**src/rtl/frontend_read_return.sv**
```systemverilog
// frontend_read_return: buffers backend read lines, pairs each with its issue tag in order,
// and streams the line out as BURST_LEN beats under a valid/ready handshake.
module frontend_read_return #(
    parameter int WORD_W     = 64,
    parameter int BURST_LEN  = 4,
    parameter int LINE_DEPTH = 4,
    parameter int TAG_DEPTH  = 8,
    parameter int ID_W       = 4,
    parameter int CORE_W     = 2
) (
    input  logic                          i_clk,
    input  logic                          i_rst_n,
    input  logic                          i_tag_push,
    input  logic [ID_W-1:0]               i_tag_id,
    input  logic [CORE_W-1:0]             i_tag_core,
    output logic                          o_tag_full,
    output logic [$clog2(TAG_DEPTH):0]    o_tag_count,
    output logic                          o_receive_ready,
    input  logic                          i_returned_data_valid,
    input  logic [BURST_LEN*WORD_W-1:0]   i_returned_data,
    input  logic                          i_interconnection_ready,
    output logic                          o_request_valid,
    output logic [WORD_W-1:0]             o_read_data,
    output logic                          o_read_data_last,
    output logic [ID_W-1:0]               o_request_id,
    output logic [CORE_W-1:0]             o_core_id
);
    localparam int TPW = $clog2(TAG_DEPTH);
    localparam int LPW = $clog2(LINE_DEPTH);
    localparam int BCW = $clog2(BURST_LEN);

    typedef enum logic {IDLE, SEND} state_e;
    state_e state_q, state_d;

    logic [BURST_LEN-1:0][WORD_W-1:0] line_mem_q [LINE_DEPTH];
    logic [ID_W+CORE_W-1:0]           tag_mem_q [TAG_DEPTH];
    logic [LPW-1:0]                   line_wr_q, line_wr_d, line_rd_q, line_rd_d;
    logic [LPW:0]                     line_cnt_q, line_cnt_d;
    logic [TPW-1:0]                   tag_wr_q, tag_wr_d, tag_rd_q, tag_rd_d;
    logic [TPW:0]                     tag_cnt_q, tag_cnt_d;
    logic [BURST_LEN-1:0][WORD_W-1:0] beat_q, beat_d;
    logic [BCW-1:0]                   beat_cnt_q, beat_cnt_d;
    logic [ID_W-1:0]                  id_q, id_d;
    logic [CORE_W-1:0]                core_q, core_d;
    logic                             line_push, tag_push, load, xfer, beat_last;

    assign o_tag_full      = tag_cnt_q == (TPW+1)'(TAG_DEPTH);
    assign o_tag_count     = tag_cnt_q;
    assign o_receive_ready = line_cnt_q != (LPW+1)'(LINE_DEPTH);

    always_comb begin
        line_push  = i_returned_data_valid && o_receive_ready;
        xfer       = o_request_valid && i_interconnection_ready;
        beat_last  = beat_cnt_q == BCW'(BURST_LEN-1);
        load       = (line_cnt_q != '0) && (tag_cnt_q != '0) && (state_q == IDLE || (xfer && beat_last));
        // A pop frees the head slot this cycle, so a push can land even at full.
        tag_push   = i_tag_push && (!o_tag_full || load);
        line_wr_d  = !line_push ? line_wr_q : (line_wr_q == LPW'(LINE_DEPTH-1)) ? '0 : line_wr_q + 1'b1;
        line_rd_d  = !load ? line_rd_q : (line_rd_q == LPW'(LINE_DEPTH-1)) ? '0 : line_rd_q + 1'b1;
        line_cnt_d = line_cnt_q + (LPW+1)'(line_push) - (LPW+1)'(load);
        tag_wr_d   = tag_push ? tag_wr_q + 1'b1 : tag_wr_q;
        tag_rd_d   = load ? tag_rd_q + 1'b1 : tag_rd_q;
        tag_cnt_d  = tag_cnt_q + (TPW+1)'(tag_push) - (TPW+1)'(load);
        beat_d     = load ? line_mem_q[line_rd_q] : beat_q;
        {id_d, core_d} = load ? tag_mem_q[tag_rd_q] : {id_q, core_q};
        beat_cnt_d = load ? '0 : (xfer && !beat_last) ? beat_cnt_q + 1'b1 : xfer ? '0 : beat_cnt_q;
    end

    always_comb begin
        state_d = load ? SEND : (xfer && beat_last) ? IDLE : state_q;
    end

    always_comb begin
        o_request_valid  = state_q == SEND;
        o_read_data      = beat_q[beat_cnt_q];
        o_read_data_last = o_request_valid && beat_last;
        o_request_id     = id_q;
        o_core_id        = core_q;
    end

    always_ff @(posedge i_clk) begin
        if (line_push) line_mem_q[line_wr_q] <= i_returned_data;
        if (tag_push)  tag_mem_q[tag_wr_q]   <= {i_tag_id, i_tag_core};
    end

    always_ff @(posedge i_clk or negedge i_rst_n) begin
        if (!i_rst_n) begin
            state_q    <= IDLE;
            line_wr_q  <= '0;
            line_rd_q  <= '0;
            line_cnt_q <= '0;
            tag_wr_q   <= '0;
            tag_rd_q   <= '0;
            tag_cnt_q  <= '0;
            beat_q     <= '0;
            beat_cnt_q <= '0;
            id_q       <= '0;
            core_q     <= '0;
        end else begin
            state_q    <= state_d;
            line_wr_q  <= line_wr_d;
            line_rd_q  <= line_rd_d;
            line_cnt_q <= line_cnt_d;
            tag_wr_q   <= tag_wr_d;
            tag_rd_q   <= tag_rd_d;
            tag_cnt_q  <= tag_cnt_d;
            beat_q     <= beat_d;
            beat_cnt_q <= beat_cnt_d;
            id_q       <= id_d;
            core_q     <= core_d;
        end
    end
endmodule

```
**config.mk**
```make
export PLATFORM = sky130hd
export DESIGN_NAME = frontend_read_return
export DESIGN_NICKNAME = d
export VERILOG_FILES = /design/src/rtl/frontend_read_return.sv
export SDC_FILE = /design/constraint.sdc
export NUM_CORES = 1
export LEC_CHECK = 0
export CORE_MARGIN = 5
export CORE_UTILIZATION = 40
export DETAILED_ROUTE_END_ITERATION = 16
export GPL_TIMING_DRIVEN = 1
export PLACE_DENSITY = 0.58
export RECOVER_POWER = 25
export SYNTH_ARGS = -nofsm -noshare
export SYNTH_HDL_FRONTEND = slang
export SYNTH_SLANG_ARGS = --single-unit
```
**constraint.sdc**
```tcl
create_clock -name i_clk -period 15.4 [get_ports i_clk]
set_input_delay 3.08 -clock i_clk [delete_from_list [all_inputs] [get_ports i_clk]]
set_output_delay 3.08 -clock i_clk [all_outputs]
set_load 0.03 [all_outputs]
```
==> flow_metrics.py <==
metrics = {
    "routing": {
        "drc": 0,
        "drt-pass1-iter-count": 5,
        "viasPerCell": 5.28,
        "wl_mm": 111,
        "routedWlPerCell_um": 25.4,
        "vias": 23200,
        "drt-initial-drc-count": 1572,
        "antenna_left": 0,
    },
    "placed_design": {
        "hpwl_mm": 65.0,
        "gpl.final_weighted_congestion": 0.735,
        "portBuffers": 344,
    },
    "layout": {
        "mostFrequentLayoutCell": "edfxtp_1",
        "drive_gt1_share_pct": 31.8,
        "syn_to_final_growth_pct": 19.6,
        "n_fill_cell": 10200,
        "nNetsFinal": 2862,
        "final_cell_mix": "1072 x edfxtp_1, 320 x mux4_2, 278 x dfrtp_1",
    },
    "timing": {
        "max_freq_ghz": 0.140,
        "worst_slew_pin_slew_ns": 3.28,
        "setup_viol": 0,
        "setup_tns_ns": 0,
        "maxSlewHeadroom_pct": -119,
        "hold_violations": 0,
        "period_share_pct": 46.4,
        "fin_skew_ns": 0.0342,
        "period_needed_ns": 7.14,
        "finalMaxSlewViolations": 53,
        "rsz0062_at_grt": "no",
    },
    "min_path": {
        "min_from": "beat_q[100]",
        "min_to": "beat_q[100]",
        "hold-path-cell-count": 1,
        "min_path_type": "reg -> reg",
    },
    "synth": {
        "synth_cell_types": 42,
        "yosys_warnings": 0,
        "synth_top_family_by_area": "multiplexers",
        "synth_nets": 2444,
        "synth_compound_area_share_pct": 0.271,
        "synth_mux_area_share_pct": 20.8,
        "yosysTopAreaCell": "edfxtp_1",
        "syn-instance-count": 2160,
        "synth_edf_count": 1072,
        "ys.flop_type": "edfxtp_1",
        "synth_top_cell_area_share_pct": 62.9,
        "yosys.area_share.simple_pct": 0.433,
        "yosys.area_share.adder_pct": 0.445,
        "netlist_area_um2": 51200,
        "synth_xor_area_share_pct": 0.103,
        "ys_seq_elements": 1354,
        "synthTopCellsByArea": "edfxtp_1 63%, mux4_2 14%, dfrtp_1 14%",
        "ys_seq_area_share_pct": 76.7,
        "syn_area_per_cell_um2": 23.7,
        "postSynth.asyncResetShare_pct": 20.8,
    },
    "floorplanning": {
        "core-area_um2": 127000,
        "die_area_um2": 135000,
        "die_y_um": 368,
        "die_w_um": 368,
        "io-pin-count": 345,
        "rows": 131,
        "start_util_pct": 40.2,
    },
    "flow_run": {
        "maxCapViolCount": 1,
    },
    "critical_path": {
        "critPathTopFamily": "buffers and inverters",
        "max_stage_delay_ns": 0.96,
        "ff2ff_path_depth": 8,
        "reg2reg_from": "beat_cnt_q[0]",
        "crit_slowest_cell": "buf_4",
        "reg2reg_slack_ns": 8.99,
        "critPathBufInv": 2,
        "cp.required_ns": 12.32,
        "rr_endpoint": "beat_q[214]",
        "path_cells": "buf_4 -> mux4_2 -> clkdlybuf4s50_1",
        "worstSetupPathType": "reg -> out",
        "end_kind": "primary output",
        "cp_data_arrival_time_ns": 4.06,
        "cp_max_fo": 37,
        "start_kind": "register",
    },
    "power_and_ir_drop": {
        "power_leakage_nw": 20.6,
        "p_per_area_nw_per_um2": 204,
        "ir_worst_vdd_mv": 0.116,
        "power.total_w": 0.0125,
    },
    "grt": {
        "antenna_found_initial": 72,
        "grt_usage_pct": 16.7,
        "grt_first_pass_wirelength_mm": 168,
        "grt_pass1_vias": 25600,
        "grt_max_degree": 121,
        "grt_overflow": 0,
    },
    "clock_tree": {
        "cts_max_path_buffers": 3,
        "root_buffer": "clkbuf_16",
        "cts.clk_slew.worst_paths_ns": 0.06,
        "cts-hold-fix-buffers": 0,
        "clock_latency_ns": 0.76,
        "ctsResizeCount": 0,
        "cts_tree": "built",
        "cts_setup_buffers": 0,
        "cts_buffers": 145,
        "htree_levels": 4,
        "cts_sinks": 1354,
    },
    "run_status": {
        "violations": "capacitance limit, slew limit",
        "status": "finished with violations",
    },
}
power breakdown:
group	switching [W]	total [W]	internal, W
Clock	0.00140	0.00342	0.00203
Combinational	0.00185	0.00366	0.00180
Sequential	0.000451	0.00543	0.00497
worst reg2reg max path: stages, from the launching register on:
cell and delay [ns]:
dfrtp_4 0.94, buf_4 0.98, ha_1 0.44, a21boi_0 0.17
nor3_2 0.82, buf_4 0.72, buf_4 0.75, buf_4 0.98
mux2_2 0.49
Yosys cell counts, types with 2 or more instances:
cell type and n:
edfxtp_1 1072, mux4_2 320, dfrtp_1 282, mux2_2 263
buf_2 36, buf_4 26, clkbuf_1 21, buf_1 16
ha_1 15, inv_1 14, mux4_1 12, nor3_1 9
buf_6 8, mux2_4 6, and2_1 5, mux2_1 4
nand2_1 4, nand3_1 4, xor2_1 4, a21oi_1 3
nand4_1 3, nor2_1 3, o311ai_0 3, a21boi_0 2
fa_1 2, nand2b_1 2, nor2b_1 2, o311ai_1 2
o31ai_1 2, or3b_2 2, xnor2_1 2
flip-flops by register name, summed over array words and instances, names as in the netlist, 2 cells and up:
| register | count |
|---|---|
| line_mem_q | 1024 |
| line_wr_q | 2 |
| beat_cnt_q | 2 |
| beat_q | 256 |
| tag_wr_q | 3 |
| tag_mem_q | 48 |
| o_tag_count | 4 |
| line_rd_q | 2 |
| o_core_id | 2 |
| line_cnt_q | 3 |
| tag_rd_q | 3 |
| o_request_id | 4 |
routing by layer:
metal  part of all wire, %  vias to the layer above  GRT usage, %  wire [µm]
met5                 0.051                        -             0         57
met4                   2.7                       10          5.24       3000
met3                   5.3                      234          4.15       5950
met2                    50                      554          28.1      56000
met1                    41                    12500          21.5      46100
li1                      -                     9900             -          -
kinds of logic after synthesis:
logic type / Yosys count
flip-flops: 1354
multiplexers: 606
buffers and inverters: 121
AND/OR/NAND/NOR: 38
AO/OA/AOI/OAI: 18
adder cells (fa/ha/maj): 17
XOR/XNOR: 6
worst max-delay path by stage:
stage	from	end	cells past startpoint
after floorplan	i_returned_data_valid	line_mem_q[0][0]	2
after detailed placement	i_interconnection_ready	beat_q[214]	7
after global placement	i_interconnection_ready	beat_q[145]	7
final	beat_cnt_q[0]	o_read_data[46]	3
after global routing	beat_cnt_q[0]	o_read_data[63]	3
after CTS	beat_cnt_q[0]	o_read_data[46]	3
per-stage QoR:
step	util, %	hold slack, ns	area, µm²	instances	setup slack (ns)
after floorplan	-	0.452	51200	2160	5.48
after global placement	44.3	0.464	56400	4093	7.77
after detailed placement	44.3	0.489	56400	4093	7.67
after CTS	48.0	0.501	61200	4358	8.02
after global routing	48.0	0.516	61200	4362	7.94
final	48.1	0.494	61200	4385	8.26
cell type report:
| type | instances | area [µm²] | share of cell area (%) |
|---|---|---|---|
| flip-flops and latches | 1354 | 39300 | 64.1 |
| clock buffers | 211 | 4130 | 6.74 |
| diodes | 27 | 67.6 | 0.110 |
| inverters | 14 | 52.6 | 0.0858 |
| well taps | 1662 | 2080 | 3.40 |
| repair buffers | 378 | 3720 | 6.07 |
| clock inverters | 54 | 636 | 1.04 |
| multi-input cells | 685 | 11300 | 18.4 |
(Power assumes the default switching activity.)
